$ cat src/rtl/fifo_stream_reader.sv
// Drains a synchronous FIFO (rd_en/data_out/empty) into a valid/ready stream through a
// 2-entry skid buffer, tagging every PKT_LEN-th word with m_last.
module fifo_stream_reader #(
  parameter int DATA_WIDTH = 8,
  parameter int PKT_LEN    = 4
) (
  input  logic                  clk,
  input  logic                  rst,
  input  logic                  fifo_empty,
  input  logic [DATA_WIDTH-1:0] fifo_data,
  output logic                  fifo_rd_en,
  output logic                  m_valid,
  input  logic                  m_ready,
  output logic [DATA_WIDTH-1:0] m_data,
  output logic                  m_last,
  output logic                  busy
);

  localparam int CNT_W = (PKT_LEN > 1) ? $clog2(PKT_LEN) : 1;
  localparam logic [CNT_W-1:0] CNT_MAX = CNT_W'(PKT_LEN - 1);

  logic [1:0]            occ_q, occ_d;
  logic                  infl_q, infl_d;
  logic [DATA_WIDTH-1:0] head_q, head_d;
  logic [DATA_WIDTH-1:0] tail_q, tail_d;
  logic [CNT_W-1:0]      cnt_q, cnt_d;

  logic       pop;
  logic [2:0] level;

  assign pop   = (occ_q != 2'd0) & m_ready;
  // Words committed to the buffer once this cycle's pop retires; keeping it
  // below 2 before issuing means a capture always finds a free slot.
  assign level = 3'(occ_q) + 3'(infl_q) - 3'(pop);

  assign fifo_rd_en = !rst & !fifo_empty & (level < 3'd2);

  assign m_valid = (occ_q != 2'd0);
  assign m_data  = head_q;
  assign m_last  = m_valid & (cnt_q == CNT_MAX);
  assign busy    = m_valid | infl_q;

  always_comb begin
    occ_d  = occ_q;
    head_d = head_q;
    tail_d = tail_q;
    cnt_d  = cnt_q;
    infl_d = fifo_rd_en;

    if (pop) begin
      head_d = tail_q;
      occ_d  = occ_q - 2'd1;
      cnt_d  = (cnt_q == CNT_MAX) ? '0 : cnt_q + 1'b1;
    end

    // The read issued last cycle lands now, behind whatever survives the pop.
    if (infl_q) begin
      if (occ_d == 2'd0) head_d = fifo_data;
      else               tail_d = fifo_data;
      occ_d = occ_d + 2'd1;
    end
  end

  always_ff @(posedge clk) begin
    if (rst) begin
      occ_q  <= 2'd0;
      infl_q <= 1'b0;
      head_q <= '0;
      tail_q <= '0;
      cnt_q  <= '0;
    end else begin
      occ_q  <= occ_d;
      infl_q <= infl_d;
      head_q <= head_d;
      tail_q <= tail_d;
      cnt_q  <= cnt_d;
    end
  end

endmodule

$ cat config.mk
export PLATFORM = sky130hd
export DESIGN_NAME = fifo_stream_reader
export DESIGN_NICKNAME = d
export VERILOG_FILES = /design/src/rtl/fifo_stream_reader.sv
export SDC_FILE = /design/constraint.sdc
export NUM_CORES = 1
export LEC_CHECK = 0
export ABC_AREA = 1
export ABC_CLOCK_PERIOD_IN_PS = 2340
export CAP_MARGIN = 15
export CORE_MARGIN = 2
export CORE_UTILIZATION = 35
export DETAILED_ROUTE_END_ITERATION = 10
export HOLD_SLACK_MARGIN = 0.06
export PLACE_DENSITY = 0.63
export SLEW_MARGIN = 30
export SYNTH_ARGS = -nofsm -noshare
export SYNTH_HDL_FRONTEND = slang
export SYNTH_SLANG_ARGS = --single-unit
$ cat constraint.sdc
create_clock -name clk -period 2.34 [get_ports clk]
set_input_delay 0.702 -clock clk [delete_from_list [all_inputs] [get_ports clk]]
set_output_delay 0.702 -clock clk [all_outputs]
set_load 0.1 [all_outputs]
==> results.md <==
- Via count: about 1100
- Finished Core Util: approximately three fifths
- Synthesis-to-finish area growth: 65.0%
- Syn_nets: between 150 and 200
- Compound-gate portion of the synthesized area: roughly 7.5%
- Antenna-violating nets left: 0
- CP startpoint kind: flip-flop
- Die Area: 0.00337 sq mm
- TNS Setup: -1.07 ns
- GP Congestion: between 0.7 and 0.8
- Post-synthesis adder-cell area fraction: under 10%
- ANT cells: 0
- Post-DP Area: around 0.0014 sq mm
- Type of element capturing the critical path: primary output
- Fin crit share: 123%
- Setup Skew: 0.00424 ns
- Register area share after synthesis: 41.2%
- Number of cell rows: 19
- First-pass GRT wire length: approximately 4600 microns
- Routed len/inst: 12.0 microns
- #FFs+latches synth: 21
- Die width: around 58 microns
- Total CTS buffers: 3
- Maxcap violations: 0
- RSZ-0062 raised after global routing: yes
- Starting Density: a little under two fifths
- Crit path max fanout: 4
- WL final: between 2000 and 3000 microns
- Vias per inst: between 4 and 5
- Root buffer cell: clkbuf_4
- Relative slew margins: 79.9%
- Die height: 58.0 microns
- Syn. warnings: 0
- Hold-fix buffers at CTS: 0
- Tmin final: 2.89 ns
- Nets@finish: around 230
- Endpoints failing hold: 0
- Top Ports: 24
- Achievable Freq: roughly 350 MHz
- Clock latency on the worst-skew pair: approximately 0.30 ns
- Port bufs: 23
- Initial antenna violation count: 0
- Initial DRC Count: 21
- Number of setup violations in the final report: 2
- Mux cell area share after synthesis: 0%
- Clk buf depth: 2
- Gate Count Post-Synth: roughly 150
- Mean Syn Cell Area: about 6.9 sq um
- Drc violations: 0
- PnR worst setup slack: -0.546 ns
- Worst hold path class: flip-flop to flip-flop
- Final Hold Slack: approximately 0.51 ns
- Number of global-route vias before repair: 1079
- Slew @ Worst Pin: between 0.3 and 0.4 ns
- Failing checks: setup timing
- Clk sinks: 21
- Total GRT Usage: a little under a fifth
- Combinational family with the most area after synthesis: simple AND/OR/NAND/NOR gates
- Final Max Tran Viols: 0
- H-tree levels: 1
- Crit path DAT: 2.18 ns
- Status: complete, but fails checks
- Kind of critical path: flip-flop to primary output
- DRT Pass-1 Iters: 4
- Post-synthesis simple-gate area fraction: 33.5%
- Clock transition at the registers of the reported paths: 0.12 ns
- Pin count of the biggest net entering global routing: 16
- Synth Cell Area: roughly 0.0010 sq mm
- Detail Placement HPWL: approximately 1700 microns
- Core region area: around 0.0028 sq mm
- Share of cells above drive strength 1: roughly 36%
- CTS tree: yes
- Total gr overflow: 0
- XOR/XNOR Fraction of Synth Area: under 10%
- Unique masters post-synth: 20
- Worst EP required: approximately 1.6 ns
- Layout Cell Area excl Fill: 0.00168 sq mm
worst max-delay path: stages, from the launching register on:
cell and delay, ns:
dfxtp_2 0.36, inv_2 0.05, ha_4 0.19, inv_12 0.07
nand2_4 0.05, nand2_4 0.07, nand3_4 0.07, fa_1 0.53
nand2_2 0.08, nor3_4 0.22, buf_12 0.20
cells by family (layout without fill, tap and decap cells):
logic type / count (synthesis) / in the layout
compound gates: 15 / 15
buf+inv: 23 / 84
flops: 21 / 21
xor+xnor: 2 / 2
simple gates: 83 / 83
fa+ha+maj: 4 / 4
Yosys cell counts:
| library cell | n | area [sq um] |
|---|---|---|
| a31oi_1 | 1 | 6.26 |
| buf_2 | 2 | 10.0 |
| nor3_1 | 2 | 10.0 |
| dfxtp_1 | 21 | 420 |
| nor2_4 | 1 | 11.3 |
| nand2_2 | 2 | 12.5 |
| a21oi_1 | 4 | 20.0 |
| ha_1 | 3 | 37.5 |
| nand2_1 | 34 | 128 |
| o21ai_1 | 1 | 5.00 |
| buf_4 | 1 | 7.51 |
| o21ai_0 | 9 | 45.0 |
| inv_1 | 15 | 56.3 |
| nor2_1 | 33 | 124 |
| nor2_2 | 1 | 6.26 |
| nand3_1 | 10 | 50.1 |
| buf_6 | 2 | 22.5 |
| fa_1 | 1 | 20.0 |
| inv_2 | 3 | 11.3 |
| xor2_1 | 2 | 17.5 |
registers in the layout (all words and copies together) (netlist names):
register  flops
m_data        8
tail_q        8
cnt_q         2
occ_q         2
infl_q        1
final cells by class:
type                            instances  area [sq um]
Fill cell                             248          1070
Tap cell                               31          38.8
Clock inverter                          1          5.00
Multi-Input combinational cell        104           557
Inverter                               18          92.6
Sequential cell                        21           423
Clock buffer                            3          22.5
Timing Repair Buffer                   62           546
path summary, 6_finish.rpt:
path | slack [ns] | from | to | cells past startpoint
max | -0.55 | occ_q[1] | fifo_rd_en | 10
min | 0.51 | cnt_q[1] | cnt_q[1] | 2
max reg2reg | -0.53 | occ_q[1] | occ_q[0] | 23
min reg2reg | 0.51 | cnt_q[1] | cnt_q[1] | 2
metrics by stage:
stage / setup WS, ns / std cells
detailed placement: -0.925 / 213
CTS: -0.542 / 237
global route: -0.662 / 240
global placement: -0.910 / 213
floorplan: -0.759 / 148
finish: -0.546 / 240
cell usage in the layout, fill, tap and decap left out, drive strengths merged, types with 2 or more instances in the layout:
cell type      instances
a21oi                  4
buf                   52
clkbuf                 3
clkdlybuf4s50         10
dfxtp                 21
ha                     3
inv                   18
nand2                 36
nand3                 10
nor2                  35
nor3                   2
o21ai                 10
xor2                   2
repair_timing:
action,4_1_cts,5_1_grt
pin swaps,5,6
setup endpoints to repair,8,2
gates resized for setup,12,4
buffers inserted,20,3
routing by layer:
layer	vias to the layer above	track usage [%]	wire, microns
met5	-	0	0
met4	0	7.97	44
met3	4	2.23	117
met2	24	31.5	1560
met1	508	22.2	1170
li1	579	-	-
Power is left out: the tool's default activity adds up to more than one toggle a clock period on the data nets, which glitch-free logic cannot reach.
